### src/rtl/axil_regfile_pkg.sv
// Shared definitions for the AXI-Lite register file.
//   - AXI response codes
//   - fixed word indices of the built-in registers
//   - byte-strobe merge helper (up to 64-bit data)
package axil_regfile_pkg;

  localparam logic [1:0] RESP_OKAY   = 2'b00;
  localparam logic [1:0] RESP_SLVERR = 2'b10;

  localparam int unsigned MAGIC_IDX   = 0;
  localparam int unsigned VER_IDX     = 1;
  localparam int unsigned SCRATCH_IDX = 2;
  localparam int unsigned USER_BASE   = 3;

  // Replace each byte of old_v whose strobe bit is set with the matching byte of new_v.
  function automatic logic [63:0] strb_merge(input logic [63:0] old_v,
                                             input logic [63:0] new_v,
                                             input logic [7:0]  strb);
    logic [63:0] r;
    for (int i = 0; i < 8; i++) begin
      r[i*8 +: 8] = strb[i] ? new_v[i*8 +: 8] : old_v[i*8 +: 8];
    end
    return r;
  endfunction

endpackage

### src/rtl/axil_regfile_if.sv
// AXI-Lite bus bundle (AW/W/B/AR/R) with master and slave views.
//   DATA_WIDTH : data bus width (32 or 64)
//   ADDR_WIDTH : address bus width carried on the bus
interface axi_lite #(
  parameter int unsigned DATA_WIDTH = 32,
  parameter int unsigned ADDR_WIDTH = 32
);
  logic [ADDR_WIDTH-1:0]   awaddr;
  logic                    awvalid;
  logic                    awready;
  logic [DATA_WIDTH-1:0]   wdata;
  logic [DATA_WIDTH/8-1:0] wstrb;
  logic                    wvalid;
  logic                    wready;
  logic [1:0]              bresp;
  logic                    bvalid;
  logic                    bready;
  logic [ADDR_WIDTH-1:0]   araddr;
  logic                    arvalid;
  logic                    arready;
  logic [DATA_WIDTH-1:0]   rdata;
  logic [1:0]              rresp;
  logic                    rvalid;
  logic                    rready;

  modport master (
    output awaddr, awvalid, wdata, wstrb, wvalid, bready, araddr, arvalid, rready,
    input  awready, wready, bresp, bvalid, arready, rdata, rresp, rvalid
  );

  modport slave (
    input  awaddr, awvalid, wdata, wstrb, wvalid, bready, araddr, arvalid, rready,
    output awready, wready, bresp, bvalid, arready, rdata, rresp, rvalid
  );
endinterface

### src/rtl/axil_wr_hold.sv
// Write-beat holder: accepts AW and W independently, holds each beat, and
// raises commit for exactly one cycle once both are available.
//   awaddr/awvalid/awready : address beat (awready low while a beat is held)
//   wdata/wstrb/wvalid/wready : data beat (wready low while a beat is held)
//   b_pend  : a B response is outstanding (blocks a second commit)
//   b_done  : B handshake this cycle; releases both held beats
//   commit/cm_* : joint commit strobe with the merged address/data/strobes
module axil_wr_hold #(
  parameter int unsigned DATA_WIDTH = 32,
  parameter int unsigned ADDR_WIDTH = 12
) (
  input  logic                    clk,
  input  logic                    rst_n,
  input  logic [ADDR_WIDTH-1:0]   awaddr,
  input  logic                    awvalid,
  output logic                    awready,
  input  logic [DATA_WIDTH-1:0]   wdata,
  input  logic [DATA_WIDTH/8-1:0] wstrb,
  input  logic                    wvalid,
  output logic                    wready,
  input  logic                    b_pend,
  input  logic                    b_done,
  output logic                    commit,
  output logic [ADDR_WIDTH-1:0]   cm_addr,
  output logic [DATA_WIDTH-1:0]   cm_data,
  output logic [DATA_WIDTH/8-1:0] cm_strb
);

  logic                    aw_full_q, aw_full_d;
  logic                    w_full_q, w_full_d;
  logic [ADDR_WIDTH-1:0]   addr_q, addr_d;
  logic [DATA_WIDTH-1:0]   data_q, data_d;
  logic [DATA_WIDTH/8-1:0] strb_q, strb_d;
  logic                    aw_hs, w_hs;

  assign awready = !aw_full_q;
  assign wready  = !w_full_q;
  assign aw_hs   = awvalid && awready;
  assign w_hs    = wvalid && wready;

  always_comb begin
    aw_full_d = aw_full_q;
    w_full_d  = w_full_q;
    addr_d    = addr_q;
    data_d    = data_q;
    strb_d    = strb_q;
    if (aw_hs) begin
      aw_full_d = 1'b1;
      addr_d    = awaddr;
    end
    if (w_hs) begin
      w_full_d = 1'b1;
      data_d   = wdata;
      strb_d   = wstrb;
    end
    // Beats stay held through the B phase so the readys only reopen afterwards.
    if (b_done) begin
      aw_full_d = 1'b0;
      w_full_d  = 1'b0;
    end
  end

  // A beat arriving this cycle is used directly so commit does not wait a cycle.
  always_comb begin
    commit  = (aw_full_q || aw_hs) && (w_full_q || w_hs) && !b_pend;
    cm_addr = aw_full_q ? addr_q : awaddr;
    cm_data = w_full_q ? data_q : wdata;
    cm_strb = w_full_q ? strb_q : wstrb;
  end

  always_ff @(posedge clk or negedge rst_n) begin
    if (!rst_n) begin
      aw_full_q <= 1'b0;
      w_full_q  <= 1'b0;
      addr_q    <= '0;
      data_q    <= '0;
      strb_q    <= '0;
    end else begin
      aw_full_q <= aw_full_d;
      w_full_q  <= w_full_d;
      addr_q    <= addr_d;
      data_q    <= data_d;
      strb_q    <= strb_d;
    end
  end

endmodule

### src/rtl/axil_regfile.sv
// AXI-Lite slave register file.
// Word map: 0 magic (RO), 1 version (RO), 2 scratch (RW),
//           3..3+NUM_RW-1 user RW, then NUM_RO user RO words; rest unmapped.
//   clk, rst_n   : clock, asynchronous active-low reset
//   s_axil       : AXI-Lite slave port
//   rw_reg       : user RW register contents, reg k at [k*DATA_WIDTH +: DATA_WIDTH]
//   rw_wr_pulse  : one-cycle pulse the cycle after reg k is written
//   ro_reg       : user status inputs, sampled in the AR handshake cycle
module axil_regfile
  import axil_regfile_pkg::*;
#(
  parameter int unsigned           DATA_WIDTH = 32,
  parameter logic [DATA_WIDTH-1:0] MAGIC_NUM  = 'h00114514,
  parameter logic [DATA_WIDTH-1:0] VERSION    = 'h00010000,
  parameter int unsigned           NUM_RW     = 4,
  parameter int unsigned           NUM_RO     = 4,
  parameter int unsigned           ADDR_WIDTH = 12,
  parameter logic [DATA_WIDTH-1:0] RW_RST     = '0,
  parameter logic [63:0]           ERR_DATA   = 64'hDEADBEEF
) (
  input  logic                                           clk,
  input  logic                                           rst_n,
  axi_lite.slave                                         s_axil,
  output logic [NUM_RW*DATA_WIDTH-1:0]                   rw_reg,
  output logic [NUM_RW-1:0]                              rw_wr_pulse,
  input  logic [((NUM_RO > 0) ? NUM_RO : 1)*DATA_WIDTH-1:0] ro_reg
);

  localparam int unsigned AL = $clog2(DATA_WIDTH / 8);
  localparam int unsigned SB = DATA_WIDTH / 8;

  logic                  commit;
  logic [ADDR_WIDTH-1:0] cm_addr;
  logic [DATA_WIDTH-1:0] cm_data;
  logic [SB-1:0]         cm_strb;
  int unsigned           wr_idx, rd_idx;

  logic [DATA_WIDTH-1:0] scratch_q, scratch_d;
  logic [DATA_WIDTH-1:0] rw_q [NUM_RW];
  logic [DATA_WIDTH-1:0] rw_d [NUM_RW];
  logic [NUM_RW-1:0]     pulse_q, pulse_d;
  logic                  bvalid_q, bvalid_d;
  logic [1:0]            bresp_q, bresp_d;
  logic                  rvalid_q, rvalid_d;
  logic [1:0]            rresp_q, rresp_d;
  logic [DATA_WIDTH-1:0] rdata_q, rdata_d;
  logic [DATA_WIDTH-1:0] rd_data;
  logic [1:0]            rd_resp;
  logic                  ar_hs;

  axil_wr_hold #(.DATA_WIDTH(DATA_WIDTH), .ADDR_WIDTH(ADDR_WIDTH)) u_wr_hold (
    .clk     (clk),
    .rst_n   (rst_n),
    .awaddr  (s_axil.awaddr[ADDR_WIDTH-1:0]),
    .awvalid (s_axil.awvalid),
    .awready (s_axil.awready),
    .wdata   (s_axil.wdata),
    .wstrb   (s_axil.wstrb),
    .wvalid  (s_axil.wvalid),
    .wready  (s_axil.wready),
    .b_pend  (bvalid_q),
    .b_done  (bvalid_q && s_axil.bready),
    .commit  (commit),
    .cm_addr (cm_addr),
    .cm_data (cm_data),
    .cm_strb (cm_strb)
  );

  function automatic logic [DATA_WIDTH-1:0] merge(input logic [DATA_WIDTH-1:0] old_v,
                                                  input logic [DATA_WIDTH-1:0] new_v,
                                                  input logic [SB-1:0]         strb);
    logic [63:0] m;
    m = strb_merge(64'(old_v), 64'(new_v), 8'(strb));
    return m[DATA_WIDTH-1:0];
  endfunction

  assign wr_idx = 32'(cm_addr[ADDR_WIDTH-1:AL]);
  assign rd_idx = 32'(s_axil.araddr[ADDR_WIDTH-1:AL]);

  // Write path: only scratch and user RW words accept data; anything else is SLVERR.
  always_comb begin
    scratch_d = scratch_q;
    for (int k = 0; k < NUM_RW; k++) rw_d[k] = rw_q[k];
    pulse_d  = '0;
    bvalid_d = bvalid_q;
    bresp_d  = bresp_q;
    if (bvalid_q && s_axil.bready) bvalid_d = 1'b0;
    if (commit) begin
      bvalid_d = 1'b1;
      bresp_d  = RESP_SLVERR;
      if (wr_idx == SCRATCH_IDX) begin
        scratch_d = merge(scratch_q, cm_data, cm_strb);
        bresp_d   = RESP_OKAY;
      end
      for (int k = 0; k < NUM_RW; k++) begin
        if (wr_idx == USER_BASE + k) begin
          rw_d[k]    = merge(rw_q[k], cm_data, cm_strb);
          pulse_d[k] = 1'b1;
          bresp_d    = RESP_OKAY;
        end
      end
    end
  end

  // Read decode works on pre-write register state, so a same-cycle write is not visible.
  always_comb begin
    rd_data = ERR_DATA[DATA_WIDTH-1:0];
    rd_resp = RESP_SLVERR;
    if (rd_idx == MAGIC_IDX) begin
      rd_data = MAGIC_NUM;
      rd_resp = RESP_OKAY;
    end
    if (rd_idx == VER_IDX) begin
      rd_data = VERSION;
      rd_resp = RESP_OKAY;
    end
    if (rd_idx == SCRATCH_IDX) begin
      rd_data = scratch_q;
      rd_resp = RESP_OKAY;
    end
    for (int k = 0; k < NUM_RW; k++) begin
      if (rd_idx == USER_BASE + k) begin
        rd_data = rw_q[k];
        rd_resp = RESP_OKAY;
      end
    end
    for (int k = 0; k < NUM_RO; k++) begin
      if (rd_idx == USER_BASE + NUM_RW + k) begin
        rd_data = ro_reg[k*DATA_WIDTH +: DATA_WIDTH];
        rd_resp = RESP_OKAY;
      end
    end
  end

  assign ar_hs = s_axil.arvalid && !rvalid_q;

  always_comb begin
    rvalid_d = rvalid_q;
    rresp_d  = rresp_q;
    rdata_d  = rdata_q;
    if (rvalid_q && s_axil.rready) rvalid_d = 1'b0;
    if (ar_hs) begin
      rvalid_d = 1'b1;
      rresp_d  = rd_resp;
      rdata_d  = rd_data;
    end
  end

  always_ff @(posedge clk or negedge rst_n) begin
    if (!rst_n) begin
      scratch_q <= '0;
      for (int k = 0; k < NUM_RW; k++) rw_q[k] <= RW_RST;
      pulse_q  <= '0;
      bvalid_q <= 1'b0;
      bresp_q  <= '0;
      rvalid_q <= 1'b0;
      rresp_q  <= '0;
      rdata_q  <= '0;
    end else begin
      scratch_q <= scratch_d;
      for (int k = 0; k < NUM_RW; k++) rw_q[k] <= rw_d[k];
      pulse_q  <= pulse_d;
      bvalid_q <= bvalid_d;
      bresp_q  <= bresp_d;
      rvalid_q <= rvalid_d;
      rresp_q  <= rresp_d;
      rdata_q  <= rdata_d;
    end
  end

  always_comb begin
    for (int k = 0; k < NUM_RW; k++) rw_reg[k*DATA_WIDTH +: DATA_WIDTH] = rw_q[k];
  end

  assign rw_wr_pulse    = pulse_q;
  assign s_axil.bvalid  = bvalid_q;
  assign s_axil.bresp   = bresp_q;
  assign s_axil.arready = !rvalid_q;
  assign s_axil.rvalid  = rvalid_q;
  assign s_axil.rresp   = rresp_q;
  assign s_axil.rdata   = rdata_q;

endmodule

### src/flat_wrapper.sv
// flat-port wrapper written by rule: the top's interface ports become plain ports
module axil_regfile_flat import axil_regfile_pkg::*;
#(
  parameter int unsigned           DATA_WIDTH = 32,
  parameter logic [DATA_WIDTH-1:0] MAGIC_NUM  = 'h00114514,
  parameter logic [DATA_WIDTH-1:0] VERSION    = 'h00010000,
  parameter int unsigned           NUM_RW     = 4,
  parameter int unsigned           NUM_RO     = 4,
  parameter int unsigned           ADDR_WIDTH = 12,
  parameter logic [DATA_WIDTH-1:0] RW_RST     = '0,
  parameter logic [63:0]           ERR_DATA   = 64'hDEADBEEF
)
  (clk, rst_n, rw_reg, rw_wr_pulse, ro_reg, s_axil_awaddr, s_axil_awvalid, s_axil_wdata, s_axil_wstrb, s_axil_wvalid, s_axil_bready, s_axil_araddr, s_axil_arvalid, s_axil_rready, s_axil_awready, s_axil_wready, s_axil_bresp, s_axil_bvalid, s_axil_arready, s_axil_rdata, s_axil_rresp, s_axil_rvalid);
  axi_lite #(.DATA_WIDTH(DATA_WIDTH), .ADDR_WIDTH(ADDR_WIDTH)) s_axil_i ();
  input  logic clk;
  input  logic rst_n;
  output logic [NUM_RW*DATA_WIDTH-1:0] rw_reg;
  output logic [NUM_RW-1:0] rw_wr_pulse;
  input  logic [((NUM_RO > 0) ? NUM_RO : 1)*DATA_WIDTH-1:0] ro_reg;
  input wire logic [$bits(s_axil_i.awaddr)-1:0] s_axil_awaddr;
  input wire logic [$bits(s_axil_i.awvalid)-1:0] s_axil_awvalid;
  input wire logic [$bits(s_axil_i.wdata)-1:0] s_axil_wdata;
  input wire logic [$bits(s_axil_i.wstrb)-1:0] s_axil_wstrb;
  input wire logic [$bits(s_axil_i.wvalid)-1:0] s_axil_wvalid;
  input wire logic [$bits(s_axil_i.bready)-1:0] s_axil_bready;
  input wire logic [$bits(s_axil_i.araddr)-1:0] s_axil_araddr;
  input wire logic [$bits(s_axil_i.arvalid)-1:0] s_axil_arvalid;
  input wire logic [$bits(s_axil_i.rready)-1:0] s_axil_rready;
  output wire logic [$bits(s_axil_i.awready)-1:0] s_axil_awready;
  output wire logic [$bits(s_axil_i.wready)-1:0] s_axil_wready;
  output wire logic [$bits(s_axil_i.bresp)-1:0] s_axil_bresp;
  output wire logic [$bits(s_axil_i.bvalid)-1:0] s_axil_bvalid;
  output wire logic [$bits(s_axil_i.arready)-1:0] s_axil_arready;
  output wire logic [$bits(s_axil_i.rdata)-1:0] s_axil_rdata;
  output wire logic [$bits(s_axil_i.rresp)-1:0] s_axil_rresp;
  output wire logic [$bits(s_axil_i.rvalid)-1:0] s_axil_rvalid;
  assign s_axil_i.awaddr = s_axil_awaddr;
  assign s_axil_i.awvalid = s_axil_awvalid;
  assign s_axil_i.wdata = s_axil_wdata;
  assign s_axil_i.wstrb = s_axil_wstrb;
  assign s_axil_i.wvalid = s_axil_wvalid;
  assign s_axil_i.bready = s_axil_bready;
  assign s_axil_i.araddr = s_axil_araddr;
  assign s_axil_i.arvalid = s_axil_arvalid;
  assign s_axil_i.rready = s_axil_rready;
  assign s_axil_awready = s_axil_i.awready;
  assign s_axil_wready = s_axil_i.wready;
  assign s_axil_bresp = s_axil_i.bresp;
  assign s_axil_bvalid = s_axil_i.bvalid;
  assign s_axil_arready = s_axil_i.arready;
  assign s_axil_rdata = s_axil_i.rdata;
  assign s_axil_rresp = s_axil_i.rresp;
  assign s_axil_rvalid = s_axil_i.rvalid;
  axil_regfile #(.DATA_WIDTH(DATA_WIDTH), .MAGIC_NUM(MAGIC_NUM), .VERSION(VERSION), .NUM_RW(NUM_RW), .NUM_RO(NUM_RO), .ADDR_WIDTH(ADDR_WIDTH), .RW_RST(RW_RST), .ERR_DATA(ERR_DATA)) u_core (.clk(clk), .rst_n(rst_n), .s_axil(s_axil_i), .rw_reg(rw_reg), .rw_wr_pulse(rw_wr_pulse), .ro_reg(ro_reg));
endmodule
### config.mk
export PLATFORM = sky130hd
export DESIGN_NAME = axil_regfile_flat
export DESIGN_NICKNAME = d
export VERILOG_FILES = /design/src/rtl/axil_regfile_pkg.sv /design/src/rtl/axil_regfile_if.sv /design/src/rtl/axil_wr_hold.sv /design/src/rtl/axil_regfile.sv /design/src/flat_wrapper.sv
export SDC_FILE = /design/constraint.sdc
export NUM_CORES = 1
export LEC_CHECK = 0
export CORE_MARGIN = 5
export CORE_UTILIZATION = 44
export DETAILED_ROUTE_END_ITERATION = 10
export MAX_ROUTING_LAYER = met4
export PLACE_DENSITY = 0.78
export SLEW_MARGIN = 20
export SYNTH_ARGS = -nofsm -noshare
export SYNTH_HDL_FRONTEND = slang
export SYNTH_SLANG_ARGS = --single-unit
### constraint.sdc
create_clock -name clk -period 2.34 [get_ports clk]
set_input_delay 0.351 -clock clk [delete_from_list [all_inputs] [get_ports clk]]
set_output_delay 0.351 -clock clk [all_outputs]
set_load 0.05 [all_outputs]
==> run summary <==
The largest buffer count on any clock path came out at 3. The remaining max-slew budget at the tightest pin is 44.22%. The clock sink total came out at 248. The average instance in the mapped netlist occupies around 12 um^2. Clock tree synthesis selected as its root buffer the cell clkbuf_16. The top cell types in the final layout, fill and taps aside, are clkdlybuf4s50_1, mux2_2, dfrtp_1. The worst setup path is launched from a flip-flop. The area overhead of the layout relative to synthesis is 45.88%. The post-route clock period utilization came out at 98.23%. Counting the fill cells in the layout gives ~2,200. Entering global routing, the biggest net connects approximately 70 pins. The required time reported for the critical path endpoint came out at between 2 and 3 ns. The flip-flop count of the largest register after layout is between 100 and 150. The placed standard-cell area came out at 17,670 um^2. The worst setup path is captured at a flip-flop.

The worst hold slack after final layout is around 0.3 ns. The share of post-route cells with drive strength above 1 came out at 29.79%. The peak supply drop came out at a little under 0.0008 V. The library cell used most frequently in the layout, excluding fill and tap cells, is clkdlybuf4s50_1. The analysis attributes to cell leakage a power of about 0.0081 uW. The critical path starts at u_core.u_wr_hold.aw_full_q. The via count of the first global-routing pass came out at roughly 12,000. The clock arrives with 0.008909 ns of skew. The most frequent cell on the critical path is buf_4. The number of synthesized flops with an enable pin came out at 0.

The aggregate global routing overflow is 0. For this run, the slowest stage of the critical path takes between 0.4 and 0.5 ns. The maximum operating frequency is 0.4350 GHz.

The final worst-path setup slack is approximately 0.041 ns. The async set-reset flop share out of synthesis came out at between 90% and 100%. The number of placed instances with taps included is 1,894.

The hold violation total from the final report is 0. The clock transition at the registers of the reported paths came out at ~0.060 ns. The aggregate routed wire length came out at between 40,000 and 50,000 um. The final period demand of the worst path is around 2.3 ns. In this run the number of H-tree levels came out at 1. The slowest stage of the critical path belongs to the cell dfrtp_2. The power density over the cells came out at about 800 nW/um^2.

The post-route core utilization came out at 65.11%. Registers take 6208 um^2. The post-layout net count is 1,736. For this run, design rule violations remaining after detail routing come to 0. The core area is roughly 29,000 um^2. The average wire length per cell after detail routing came out at around 25 um. The transition at the pin with the smallest max-transition slack is around 0.83 ns. The number of detailed-route iterations in the first pass came out at 5.

The count of pins over their slew limit came to 0. The die is 180.9 um wide. Grouping stages by cell kind, the critical path spends the most delay in buffers and inverters. Once the clock tree was built, the setup fixing pass inserted 0 buffers. The number of routed nets with antenna violations is 0. The initial utilization of the core area, before any placement, comes to ~45%.

The sequential share of the synthesized area is 48.31%. With fillers left out, the area of the finished cells amounts to 18,740 um^2. approximately 370 I/O pins were placed. The global router's overall resource usage is 29.77%. The overall die area came out at 32,710 um^2. The min-delay analysis places its worst path in the category in -> async. The startpoint identified for the worst register-to-register timing path is u_core.u_wr_hold.aw_full_q.

TritonCTS built the clock tree. The critical path class is reg -> reg. Clock tree synthesis inserted a total of 28 buffers. The critical path goes through buf_4 -> nand2b_1 -> o22a_1 -> buf_4 -> a2111oi_4 -> buf_4 -> nand2_2 -> mux2_2. The flip-flop and latch count after synthesis is 248. The cell area after synthesis is about 13,000 um^2. The pre-CTS setup slack came out at -0.3551 ns. In this run, the number of DRC markers left after iteration 0 of detailed routing was between 700 and 800. The initial antenna violation count is 8. The most used flip-flop cell after synthesis is dfrtp_1. Setup violations remaining at the end of the flow were counted as 0. The count of cells in the finished layout, fillers not included, comes to 1,953. In the synthesized netlist, the number of instances is 1,113.

Together, buffers and inverters on the worst path number 3. The clock latency at the later pin of the worst-skew pair is ~0.54 ns. During synthesis, Yosys emitted a total of 0 warnings. STA puts the critical path data arrival time at between 2 and 3 ns.

The maximum fanout count along the critical path came out at 8. The detailed router placed 11,350 vias in this run. The final estimated routing congestion in global placement came out at around 0.91.

The height of the chip is around 180 um. The wire length of the first global-routing pass came out at ~73,000 um. Port buffering added about 360 buffers. The unique cell type count in the Yosys netlist is 60. Using the TritonRoute via totals, the vias-per-cell ratio works out to 5.814. In the final layout, the multi-input gates occupy about 6300 um^2.

Across the run, the number of max-cap violations was 0. Once detailed placement completed, the half-perimeter wirelength came to around 37,000 um. The run finished with clean final reports. The site row count came out at 62.
==> cell families (layout without fill, tap and decap cells) <==
| group | Yosys count | count (layout) | synth area share [%] |
|---|---|---|---|
| other cells | 1 | 10 | 0.02919 |
| buf+inv | 90 | 537 | 3.146 |
| flops | 248 | 248 | 48.31 |
| compound gates | 307 | 307 | 15.53 |
| simple gates | 181 | 181 | 7.900 |
| mux | 286 | 286 | 25.08 |
==> path summary, 6_finish.rpt <==
path / endpoint / slack [ns] / cells past startpoint
max in group asynchronous: u_core.s_axil.rdata[14] / 1.30 / 3
hold reg to reg: u_core.scratch_q[26] / 0.50 / 1
min in group clk: u_core.s_axil.rvalid / 0.38 / 2
hold / removal: u_core.scratch_q[26] / 0.31 / 2
setup reg to reg: u_core.rw_reg[28] / 0.04 / 8
setup / recovery: u_core.rw_reg[28] / 0.04 / 8
==> what timing repair did <==
action,4_1_cts,5_1_grt
pin swaps,1,3
endpoints found under the setup margin,123,160
resized for setup,1,6
hold buffers,1,0
hold endpoints to repair,43,0
==> through the flow <==
stage,setup TNS (ns),power [uW]
after floorplan,0,8300
after global routing,-0.01167,15630
after detailed placement,-53.99,10250
final,0,15040
after CTS,0,15060
after global placement,-53.08,10110
==> synthesized netlist by cell type (5+ instances only) <==
| cell type | n | area (um^2) |
|---|---|---|
| mux2_2 | 255 | 2872 |
| dfrtp_1 | 248 | 6206 |
| o21ai_0 | 91 | 455.4 |
| clkbuf_1 | 56 | 210.2 |
| a21oi_1 | 48 | 240.2 |
| nor2_1 | 45 | 168.9 |
| nand2_1 | 43 | 161.4 |
| o211ai_1 | 39 | 292.8 |
| nor2b_1 | 27 | 168.9 |
| o22ai_1 | 27 | 168.9 |
| a22oi_1 | 25 | 187.7 |
| a211oi_1 | 23 | 172.7 |
| mux2i_1 | 23 | 230.2 |
| buf_2 | 11 | 55.05 |
| a31oi_1 | 9 | 56.30 |
| inv_1 | 8 | 30.03 |
| mux2_4 | 8 | 120.1 |
| nor3_1 | 8 | 40.04 |
| nand2b_1 | 7 | 43.79 |
| nand3_1 | 7 | 35.03 |
| and2_1 | 6 | 37.54 |
| nor4_1 | 6 | 37.54 |
| o21ai_1 | 6 | 30.03 |
| buf_6 | 5 | 56.30 |
| nand3_4 | 5 | 87.58 |
| o221ai_1 | 5 | 43.79 |
==> where the power goes <==
group	switching [uW]	total, uW	leakage, uW	internal, uW
clock network	1830	4760	0.000493	2930
registers	475	5480	0.00325	5010
logic	2760	4800	0.00433	2040
==> layout make-up <==
class	count	share of cell area, %
Antenna cell	8	0.1068
Timing Repair Buffer	477	25.03
Tap cell	384	2.564
Sequential cell	248	33.13
Inverter	10	0.2003
Clock inverter	13	1.075
Multi-Input combinational cell	776	33.65
Clock buffer	37	4.247
==> routing by layer <==
metal,track usage [%],vias up,wire [um]
met3,10.03,110,5044
met4,10.13,0,2003
met1,37.44,5630,19670
met2,45.37,566,22560
li1,-,5048,-
met5,-,-,0
No activity file was read; power rests on OpenSTA's default activity.
